## config.mk

```make
export PLATFORM = sky130hd
export DESIGN_NAME = run_monitor
export DESIGN_NICKNAME = d
export VERILOG_FILES = /design/src/rtl/run_monitor.sv
export SDC_FILE = /design/constraint.sdc
export NUM_CORES = 1
export LEC_CHECK = 0
export CELL_PAD_IN_SITES_DETAIL_PLACEMENT = 1
export CELL_PAD_IN_SITES_GLOBAL_PLACEMENT = 2
export CORE_UTILIZATION = 36
export DETAILED_ROUTE_END_ITERATION = 8
export GPL_TIMING_DRIVEN = 0
export PLACE_DENSITY = 0.82
export SKIP_CTS_REPAIR_TIMING = 1
export SYNTH_ARGS = -nofsm -noshare
export SYNTH_HDL_FRONTEND = slang
export SYNTH_SLANG_ARGS = --single-unit
export TNS_END_PERCENT = 5
```

## constraint.sdc

```tcl
create_clock -name clk -period 3.4 [get_ports clk]
set_clock_uncertainty 0.1 [all_clocks]
set_input_delay 0.51 -clock clk [delete_from_list [all_inputs] [get_ports clk]]
set_output_delay 0.51 -clock clk [all_outputs]
set_load 0.005 [all_outputs]
```

## src/rtl/run_monitor.sv

```systemverilog
// run_monitor: tracks a core run from start to halt or timeout, with saturating cycle and event counters
module run_monitor #(
  parameter int WIDTH      = 32,
  parameter int DATA_W     = 32,
  parameter int NUM_EVENTS = 4,
  parameter int TIMEOUT    = 500,
  parameter int DRAIN      = 0
) (
  input  logic                               clk,
  input  logic                               rst_n,
  input  logic                               start,
  input  logic                               halt,
  input  logic [DATA_W-1:0]                  ret_val,
  input  logic [NUM_EVENTS-1:0]              events,
  input  logic [$clog2(NUM_EVENTS+1)-1:0]    rd_sel,
  output logic [WIDTH-1:0]                   rd_data,
  output logic                               running,
  output logic                               done,
  output logic                               timed_out,
  output logic [DATA_W-1:0]                  result
);
  localparam int SW = $clog2(NUM_EVENTS + 1);
  localparam int DW = (DRAIN > 1) ? $clog2(DRAIN) : 1;
  typedef enum logic [1:0] {S_IDLE, S_RUN, S_DRAIN, S_DONE} state_t;
  state_t            state_q, state_d;
  logic [WIDTH-1:0]  cyc_q, cyc_d;
  logic [WIDTH-1:0]  ev_q [NUM_EVENTS];
  logic [WIDTH-1:0]  ev_d [NUM_EVENTS];
  logic [DW-1:0]     drain_q, drain_d;
  logic [DATA_W-1:0] result_q, result_d;
  logic              tout_q, tout_d;
  logic              active;
  assign active    = (state_q == S_RUN) || (state_q == S_DRAIN);
  assign running   = active;
  assign done      = state_q == S_DONE;
  assign timed_out = tout_q;
  assign result    = result_q;
  // Next-state: start clears a run, RUN counts cycles and resolves halt before timeout, DRAIN counts down
  always_comb begin
    state_d  = state_q;
    cyc_d    = cyc_q;
    ev_d     = ev_q;
    drain_d  = drain_q;
    result_d = result_q;
    tout_d   = tout_q;
    if ((state_q == S_IDLE || state_q == S_DONE) && start) begin
      state_d  = S_RUN;
      cyc_d    = '0;
      ev_d     = '{default: '0};
      result_d = '0;
      tout_d   = 1'b0;
    end else begin
      for (int i = 0; i < NUM_EVENTS; i++)
        if (active && events[i] && ev_q[i] != '1) ev_d[i] = ev_q[i] + 1'b1;
      if (state_q == S_RUN) begin
        cyc_d = (cyc_q != '1) ? cyc_q + 1'b1 : cyc_q;
        if (halt) begin
          result_d = ret_val;
          state_d  = (DRAIN == 0) ? S_DONE : S_DRAIN;
          drain_d  = DW'((DRAIN > 0) ? DRAIN - 1 : 0);
        end else if (TIMEOUT != 0 && 64'(cyc_d) == 64'(TIMEOUT)) begin
          state_d = S_DONE;
          tout_d  = 1'b1;
        end
      end else if (state_q == S_DRAIN) begin
        state_d = (drain_q == '0) ? S_DONE : S_DRAIN;
        drain_d = (drain_q == '0) ? drain_q : drain_q - 1'b1;
      end
    end
  end
  // State and counter registers, cleared asynchronously so a mid-run reset takes effect at once
  always_ff @(posedge clk or negedge rst_n) begin
    if (!rst_n) begin
      state_q  <= S_IDLE;
      cyc_q    <= '0;
      ev_q     <= '{default: '0};
      drain_q  <= '0;
      result_q <= '0;
      tout_q   <= 1'b0;
    end else begin
      state_q  <= state_d;
      cyc_q    <= cyc_d;
      ev_q     <= ev_d;
      drain_q  <= drain_d;
      result_q <= result_d;
      tout_q   <= tout_d;
    end
  end
  // Readout mux: 0 is the cycle count, k is event counter k-1, anything beyond reads 0
  always_comb begin
    rd_data = (rd_sel == '0) ? cyc_q : '0;
    for (int i = 0; i < NUM_EVENTS; i++)
      if (rd_sel == SW'(i + 1)) rd_data = ev_q[i];
  end
endmodule

```

==> impl_metrics.tcl, run 1 <==
set metrics [dict create \
    p_sw_mw 2.17 \
    synth_cell_types 69 \
    clockBufferDepth 2 \
    root_buffer "clkbuf_16" \
    whs_ps -34.6 \
    cts.reportedPaths.clkPinSlew_ps 70 \
    cp_cell_sequence "clkbuf_2 -> clkbuf_4 -> clkbuf_4 -> mux2i_1 -> nor2_1 -> a21oi_1 -> o22ai_1 -> clkdlybuf4s50_1" \
    grt_overflow 0 \
    gp_congestion 0.863 \
    worstPathMaxFanout 10 \
    worst_pin_slew_ps 1030 \
    dpl-instance-area_mm2 0.0131 \
    utilization 0.442 \
    dieArea_mm2 0.0326 \
    antenna_found_initial 1 \
    grt_pass1_wl_um 61800 \
    worstHoldPathType "in2async" \
    slew_violations 0 \
    finalInstanceArea_mm2 0.0137 \
    internal_power_mw 4.26 \
    dp_cells 1788 \
    initial_core_util 0.370 \
    grt_max_degree 107 \
    core_area_mm2 0.0310 \
    rsz0062_at_grt "yes" \
    yosys_register_bits 195 \
    worstPathRequired_ps 2790 \
    pin_count 110 \
    cts_tree "done" \
    via_count 10500 \
    period_needed_ps 3350 \
    async_reset_ff_frac 1.00 \
    fin_cells 1821 \
    setup_violations 0 \
    final_cell_mix "193 x dfrtp_1, 174 x nor2_1, 106 x clkdlybuf4s50_1, 99 x nand2_1, 67 x xnor2_1" \
    cts-htree-levels 4 \
    post-place-ws_ps -750 \
    drt_iter0_markers 618 \
    numCtsBuffers 17 \
    max-cap-violations 0 \
    synth_area_mm2 0.0115 \
    seq_area_frac_synth 0.425 \
    drc 0 \
    wl_per_cell_um 21.7 \
    grt_util_met1 0.325 \
    routed_wl_um 39600 \
    synth_edf_count 0 \
    pwr-share-comb 0.246 \
    die_w_um 181 \
    grt_use_met3 0.0527 \
    clkLatencyLatePin_ps 460 \
    critPathKind "in2out" \
    area_delta_synth_final_pct 19.5 \
    outcome "finished, violations left" \
    dr.pass1.iters 6 \
    max-vdd-ir-drop_v 0.000382 \
    port_buffers 107 \
    fmax_ghz 0.299 \
    synth_cells 1284 \
    grtUsageTotal 0.248 \
    grt_use_met2 0.413 \
    worst_ep_arrival_time_ps 2740 \
    synth_top_flop_cell "dfrtp_1" \
    setup_ws_ps 54.8 \
    crit_top_cell "clkbuf_4" \
    p_seq_frac 0.428 \
    setup.worst_path.start_class "primary input" \
    viasPerCell 5.76 \
    drive_above_1_share 0.0695 \
    violations "negative hold slack" \
    power_frac_clock 0.325 \
    switching_share 0.337 \
    slew_headroom 0.310 \
    top_usage_layer "met2" \
    final.fill_count 3594 \
    clock-sinks 195 \
    cp_slowest_cell "clkdlybuf4s50_1" \
    max_stage_delay_ps 470 \
    grt_pass1_vias 10600 \
    power_leakage_nw 5.30 \
    rr_worst_depth 9 \
    yosys_warnings 0 \
    synth_area_per_cell_um2 8.93 \
    layout_commonest_cell "dfrtp_1" \
    fin_crit_sh 0.984 \
    nets 1461 \
    dp_hpwl_um 29600 \
    powerDensity_mw_per_mm2 469 \
    die_h_um 181 \
    rows 64 \
    end_kind "output pin" \
    hold_viol 27 \
    syn_nets 1334 \
    antenna_left 0 \
]
==> final timing paths <==
| path | start | endpoint | slack [ps] |
|---|---|---|---|
| hold / removal | rst_n | ev_q[44]$_DFFE_PN0P_ | -30 |
| hold reg to reg | result[29]$_DFFE_PN0P_ | result[29]$_DFFE_PN0P_ | 400 |
| setup / recovery | rd_sel[0] | rd_data[19] | 50 |
| setup reg to reg | ev_q[33]$_DFFE_PN0P_ | ev_q[55]$_DFFE_PN0P_ | 160 |
| min in group clk | result[29]$_DFFE_PN0P_ | result[29]$_DFFE_PN0P_ | 400 |
| max in group asynchronous | rst_n | result[23]$_DFFE_PN0P_ | 2230 |
==> cell usage after synthesis, types with 7 or more instances <==
library cell	instances	area share
mux2i_1	33	0.029
nand3_1	60	0.026
or3_1	34	0.019
and4_1	19	0.015
inv_1	31	0.010
nor3_1	38	0.017
o211ai_1	10	0.0065
and3_1	25	0.014
o22ai_1	26	0.014
a22oi_1	27	0.018
nor2_1	174	0.057
buf_1	8	0.0026
nand2_1	99	0.032
o21ai_0	57	0.025
xnor2_1	67	0.051
nor4_1	14	0.0076
a22o_1	32	0.024
or4_1	9	0.0059
and2_1	11	0.0060
clkbuf_1	58	0.019
a21oi_1	65	0.028
buf_6	7	0.0069
nand4_1	50	0.027
xor2_1	37	0.028
ha_1	7	0.0076
dfrtp_1	195	0.43
==> power groups by stage <==
stage / sequential [mW] / clock [mW] / combinational [mW]
after floorplan: 2.76 / 0 / 0.737
after global placement: 2.79 / 0 / 1.56
after detailed placement: 2.79 / 0 / 1.60
after CTS: 2.75 / 2.14 / 1.61
after global routing: 2.79 / 2.21 / 1.72
final: 2.75 / 2.09 / 1.58
==> cell type report <==
cell class | count | area (um2) | share of cell area
repair buffers | 108 | 1100 | 0.0805
inverters | 31 | 116 | 0.00849
plain buffers | 84 | 449 | 0.0328
well taps | 396 | 495 | 0.0362
diodes | 1 | 2.50 | 0.000183
flip-flops and latches | 195 | 4880 | 0.356
multi-input cells | 974 | 6070 | 0.443
clock inverters | 14 | 145 | 0.0106
clock buffers | 18 | 439 | 0.0320
==> through the flow <==
step	power, mW	setup TNS [ps]
2_1_floorplan	3.49	0
3_3_place_gp	4.35	-1411290
3_5_place_dp	4.39	-16550
4_1_cts	6.50	-17630
5_1_grt	6.72	-15.4
6_report	6.43	0
==> logic make-up after synthesis <==
logic type               Yosys count  share of synthesized area
XOR/XNOR                         104                     0.0794
buffers and inverters            115                     0.0471
multiplexers                      41                     0.0425
AND/OR/NAND/NOR                  568                      0.252
flip-flops                       195                      0.425
AO/OA/AOI/OAI                    254                      0.145
adder cells (fa/ha/maj)            7                    0.00763
==> metal layers <==
layer / routed length (um) / up-vias
met1: 18000 / 5356
met4: 733 / 0
met3: 1730 / 43
li1: - / 4882
met5: 0 / -
met2: 19100 / 203
==> sequential cells by signal, summed over array words and instances, names as in the netlist <==
register and cells:
result 32, cyc_q 32, state_q 2, timed_out 1
ev_q 128
==> worst max-delay path: cells and delay by family <==
kind | cells | cell delay (ps)
buffers and inverters | 4 | 1320
AO/OA/AOI/OAI | 2 | 480
AND/OR/NAND/NOR | 1 | 100
multiplexers | 1 | 320
(Power assumes the default switching activity.)
==> run 2, diff against run 1 <==
- CORE_MARGIN: default -> 2
==> run 2 against run 1 <==
- the flow now finishes without violations
- sequential share of layout area decreased by 0.069 points
- setup slack got worse by 47 ps
- global-route usage decreased by 0.21 points
- first-iteration DRC count increased by 7.9%
- critical path type unchanged
- largest cell class unchanged
==> impl_metrics.tcl, run 2 (synthesis results as in run 1) <==
set metrics [dict create \
    slew_headroom 0.333 \
    fmax_ghz 0.295 \
    r2r-start "cyc_q[0]$_DFFE_PN0P_" \
    internal_power_mw 4.27 \
    die_h_um 183 \
    wl_per_cell_um 21.8 \
    period_needed_ps 3390 \
    dp_hpwl_um 29900 \
    antenna_found_initial 0 \
    clockBufferDepth 2 \
    drc 0 \
    cts-htree-levels 4 \
    rr_worst_depth 9 \
    root_buffer "clkbuf_16" \
    grt_pass1_wl_um 62900 \
    area_delta_synth_final_pct 19.7 \
    core_area_mm2 0.0315 \
    rrSetupSlack_ps 50 \
    powerDensity_mw_per_mm2 467 \
    dpl-instance-area_mm2 0.0131 \
    worstHoldPathType "in2async" \
    drive_above_1_share 0.0701 \
    port_buffers 107 \
    power_leakage_nw 5.31 \
    max-cap-violations 0 \
    worstPathMaxFanout 10 \
    slew_violations 0 \
    switching_share 0.334 \
    final_cell_mix "192 x dfrtp_1, 174 x nor2_1, 106 x clkdlybuf4s50_1, 99 x nand2_1, 67 x xnor2_1" \
    max-vdd-ir-drop_v 0.000357 \
    dr.pass1.iters 5 \
    finalInstanceArea_mm2 0.0137 \
    diodes 0 \
    pin_count 110 \
    layout_commonest_cell "dfrtp_1" \
    p_sw_mw 2.15 \
    setup_violations 0 \
    numCtsBuffers 17 \
    worstPathRequired_ps 2790 \
    r2r_end "timed_out$_DFFE_PN0P_" \
    grtUsageTotal 0.246 \
    top_register "ev_q" \
    setup.worst_path.start_class "primary input" \
    p_seq_frac 0.430 \
    whs_ps 368 \
    drt_iter0_markers 667 \
    grt_max_degree 102 \
    antenna_left 0 \
    cts.reportedPaths.clkPinSlew_ps 70 \
    clock-sinks 195 \
    via_count 10500 \
    cts_tree "done" \
    pwr-share-comb 0.248 \
    die_w_um 183 \
    rows 65 \
    rsz0062_at_grt "yes" \
    largest_register_ffs 128 \
    viasPerCell 5.74 \
    initial_core_util 0.365 \
    dieArea_mm2 0.0333 \
    end_kind "output pin" \
    worst_pin_slew_ps 996 \
    nets 1463 \
    power_frac_clock 0.322 \
    critPathKind "in2out" \
    fin_crit_sh 0.998 \
    worst_ep_arrival_time_ps 2780 \
    power.total_mw 6.42 \
    routed_wl_um 39900 \
    gp_congestion 0.842 \
    outcome "finished clean" \
    grt_pass1_vias 10800 \
    grt_overflow 0 \
    hold_viol 0 \
    clkLatencyLatePin_ps 460 \
]
==> run 2: layer usage <==
metal / up-vias / wire (um) / track usage
met5: - / 0 / 0
met4: 0 / 878 / 0.0797
met3: 47 / 1090 / 0.0283
met2: 166 / 19400 / 0.407
met1: 5386 / 18600 / 0.336
li1: 4895 / - / -
==> run 2: power by group through the flow <==
stage	Combinational, mW	Sequential (mW)	Clock, mW
floorplan	0.737	2.76	0
global placement	1.57	2.78	0
detailed placement	1.60	2.79	0
CTS	1.61	2.75	2.13
global route	1.73	2.79	2.20
finish	1.59	2.76	2.07
==> run 2: worst max-delay path by stage <==
stage,startpoint,end,cells past startpoint
after CTS,rd_sel[0],rd_data[16],8
final,rd_sel[2],rd_data[13],7
after global routing,rd_sel[2],rd_data[13],7
after floorplan,rd_sel[0],rd_data[6],7
after detailed placement,rd_sel[0],rd_data[16],8
after global placement,rst_n,result[6]$_DFFE_PN0P_,1
==> run 2: final cells by class <==
class,count,area (um2)
clock inverters,13,121
plain buffers,84,445
fillers,3625,17700
multi-input cells,974,6070
well taps,402,503
clock buffers,19,453
flip-flops and latches,195,4880
repair buffers,110,1140
inverters,31,116
==> run 2: worst max-delay path: stages <==
cell and delay (ps):
clkdlybuf4s50_1 580, nor2b_1 160, clkbuf_2 230, clkbuf_1 350, a22oi_1 220, o22ai_1 200
clkdlybuf4s50_1 530
==> run 2: stage by stage <==
step                      setup WS, ps  cells  utilization  setup TNS (ps)
final                             7.78   1828        0.436               0
after global routing              -186   1828        0.436           -1490
after CTS                         -778   1827        0.435          -18070
after detailed placement          -780   1795        0.416          -17660
after global placement           -7180   1793        0.415        -1411500
after floorplan                    593   1284            -               0
==> run 3, diff against run 2 <==
- ABC_AREA: default -> 1
- CORE_UTILIZATION: 36 -> 33
==> run 3 against run 2 <==
- hold slack better by 21 ps
- setup slack better by 71 ps
- clock-buffer cell count is 2 higher
- first-iteration DRC count is 9.4% higher
- critical path depth stayed put
- power is 8.7% higher
- highest routed layer unchanged
==> impl_metrics.tcl, run 3 <==
set metrics [dict create \
    outcome "finished clean" \
    initial_core_util 0.337 \
    final.fill_count 4384 \
    synth_edf_count 0 \
    viasPerCell 5.38 \
    p_sw_mw 2.56 \
    yosysTopAreaCellShare 0.417 \
    worstHoldPathType "reg2reg" \
    diodes 0 \
    synth_cell_types 47 \
    synth_area_mm2 0.0117 \
    top_register "ev_q" \
    muxShareOfSynthArea 0 \
    cp_cell_sequence "clkdlybuf4s50_1 -> nand2_1 -> nor2_2 -> clkbuf_1 -> nand2_1 -> nand3_1 -> clkdlybuf4s50_1" \
    max_stage_delay_ps 580 \
    slew_violations 0 \
    rsz0062_at_grt "no" \
    fin_crit_sh 0.977 \
    yosysTopAreaCell "dfrtp_1" \
    clockBufferDepth 2 \
    grt_max_degree 72 \
    yosysMostFrequentCell "nand2_1" \
    syn_nets 1723 \
    worstPathRequired_ps 2790 \
    yosys_register_bits 195 \
    synth_top_family_by_area "simple AND/OR/NAND/NOR gates" \
    port_buffers 109 \
    die_h_um 192 \
    setup.worst_path.start_class "primary input" \
    antenna_found_initial 0 \
    yosys.area_share.xor_xnor 0.00972 \
    max-cap-violations 0 \
    numCtsBuffers 17 \
    synthTopCellsByArea "dfrtp_1 42%, nand2_1 13%, nand3_1 6.4%" \
    pin_count 110 \
    grt_pass1_wl_um 73400 \
    area_delta_synth_final_pct 20.4 \
    wl_per_cell_um 21.0 \
    synth_compound_area_frac 0.162 \
    drt_iter0_markers 730 \
    clkLatencyLatePin_ps 460 \
    nets 1854 \
    seq_area_frac_synth 0.417 \
    drive_above_1_share 0.0501 \
    internal_power_mw 4.42 \
    powerDensity_mw_per_mm2 495 \
    cts_tree "done" \
    root_buffer "clkbuf_16" \
    gp_congestion 0.896 \
    cp_top_family "buffers and inverters" \
    synth_cells 1673 \
    ys_top_cells_by_count "416 x nand2_1, 196 x inv_1, 195 x dfrtp_1" \
    path_buf_inv 3 \
    drc 0 \
    period_needed_ps 3320 \
    pwr-share-comb 0.299 \
    synth_top_flop_cell "dfrtp_1" \
    worst_pin_slew_ps 1060 \
    rows 68 \
    die_w_um 192 \
    slew_headroom 0.291 \
    final_cell_mix "415 x nand2_1, 195 x inv_1, 195 x dfrtp_1, 182 x nor2_1, 150 x nand3_1" \
    setup_violations 0 \
    dr.pass1.iters 5 \
    clock-sinks 195 \
    max-vdd-ir-drop_v 0.000302 \
    synthSimpleGateAreaFrac 0.322 \
    power_frac_clock 0.294 \
    via_count 12200 \
    async_reset_ff_frac 1.00 \
    cts.reportedPaths.clkPinSlew_ps 70 \
    layout_commonest_cell "nand2_1" \
    core_area_mm2 0.0347 \
    largest_register_ffs 128 \
    cp_slowest_cell "clkdlybuf4s50_1" \
    worstPathMaxFanout 10 \
    utilization 0.406 \
    fmax_ghz 0.301 \
    grt_overflow 0 \
    hold_viol 0 \
    critPathKind "in2out" \
    worst_ep_arrival_time_ps 2710 \
    power.total_mw 6.97 \
    cts-htree-levels 4 \
    end_kind "output pin" \
    synth_area_per_cell_um2 7.00 \
    power_leakage_nw 5.75 \
    grt_pass1_vias 12700 \
    antenna_left 0 \
    routed_wl_um 47800 \
    dp_hpwl_um 37700 \
    dieArea_mm2 0.0370 \
    yosys.area_share.adder 0.00748 \
    p_seq_frac 0.407 \
    grtUsageTotal 0.265 \
    switching_share 0.367 \
    yosys_warnings 0 \
]
run 3: cell types whose count changed after synthesis, moves of 23 or more:
cell     previous run  this run
and3_1             25         2
a22o_1             32         2
xnor2_1            67         1
a21oi_1            65       120
nand2_1            99       416
nand3_1            60       150
xor2_1             37        12
mux2i_1            33         0
or3_1              34         0
o21ai_0            57        99
inv_1              31       196
run 3: final timing paths:
path                                              end                    from  depth (start not counted)  slack [ps]
worst max-delay path                      rd_data[19]               rd_sel[1]                          7          80
worst min-delay path            ev_q[126]$_DFFE_PN0P_   ev_q[126]$_DFFE_PN0P_                          1         390
worst max register to register   ev_q[87]$_DFFE_PN0P_  state_q[1]$_DFFE_PN0P_                          7         110
worst min register to register  ev_q[126]$_DFFE_PN0P_   ev_q[126]$_DFFE_PN0P_                          1         390
max in group asynchronous        ev_q[84]$_DFFE_PN0P_                   rst_n                          3        1930
min in group asynchronous       ev_q[115]$_DFFE_PN0P_                   rst_n                          2         500
run 3: routing by layer:
| metal | GRT usage | vias up | wire [um] | share of wire |
|---|---|---|---|---|
| li1 | - | 5843 | - | - |
| met1 | 0.349 | 6067 | 21700 | 0.45 |
| met2 | 0.442 | 244 | 22900 | 0.48 |
| met3 | 0.0353 | 74 | 1610 | 0.034 |
| met4 | 0.0992 | 0 | 1650 | 0.035 |
| met5 | 0 | - | 0 | 0 |
run 3: power groups by stage:
stage               clock network (mW)  logic (mW)  registers [mW]
detailed placement                   0        2.10            2.87
global route                      2.18        2.31            2.87
finish                            2.05        2.09            2.84
floorplan                            0       0.988            2.84
global placement                     0        2.06            2.87
CTS                               2.09        2.11            2.83
run 3: final cells by class:
class | count | area (um2) | area share
Timing Repair Buffer | 112 | 1170 | 0.0827
Multi-Input combinational cell | 1227 | 5930 | 0.420
Sequential cell | 195 | 4880 | 0.346
Clock buffer | 21 | 460 | 0.0326
Buffer | 52 | 244 | 0.0173
Tap cell | 455 | 569 | 0.0404
Clock inverter | 11 | 106 | 0.00754
Inverter | 199 | 752 | 0.0533
run 3: cell families (layout without fill, tap and decap cells):
logic type,after synthesis,count (layout)
adders and majority gates,7,7
and+or+nand+nor,874,874
xor gates and xnor gates,13,13
AOI/OAI and AO/OA,333,333
DFF,195,195
buffers and inverters,251,395
run 3: worst reg2reg max path, stage by stage, from the launching register on:
cell and delay, ps:
dfrtp_1 380, inv_1 50, ha_1 510, nand2_1 210
inv_1 190, clkbuf_1 620, clkbuf_1 870, nor3_1 180
run 3: metrics by stage:
| step | hold WS [ps] | TNS [ps] | std cells | setup WS, ps | area [um2] |
|---|---|---|---|---|---|
| after detailed placement | 368 | -5820 | 2239 | -363 | 13400 |
| final | 389 | 0 | 2272 | 78.6 | 14100 |
| after CTS | -86.6 | -6660 | 2271 | -407 | 14000 |
| after global placement | 355 | -1449870 | 2237 | -7430 | 13400 |
| after global routing | 417 | 0 | 2272 | 4.18 | 14100 |
| after floorplan | 114 | 0 | 1673 | 1160 | 11700 |
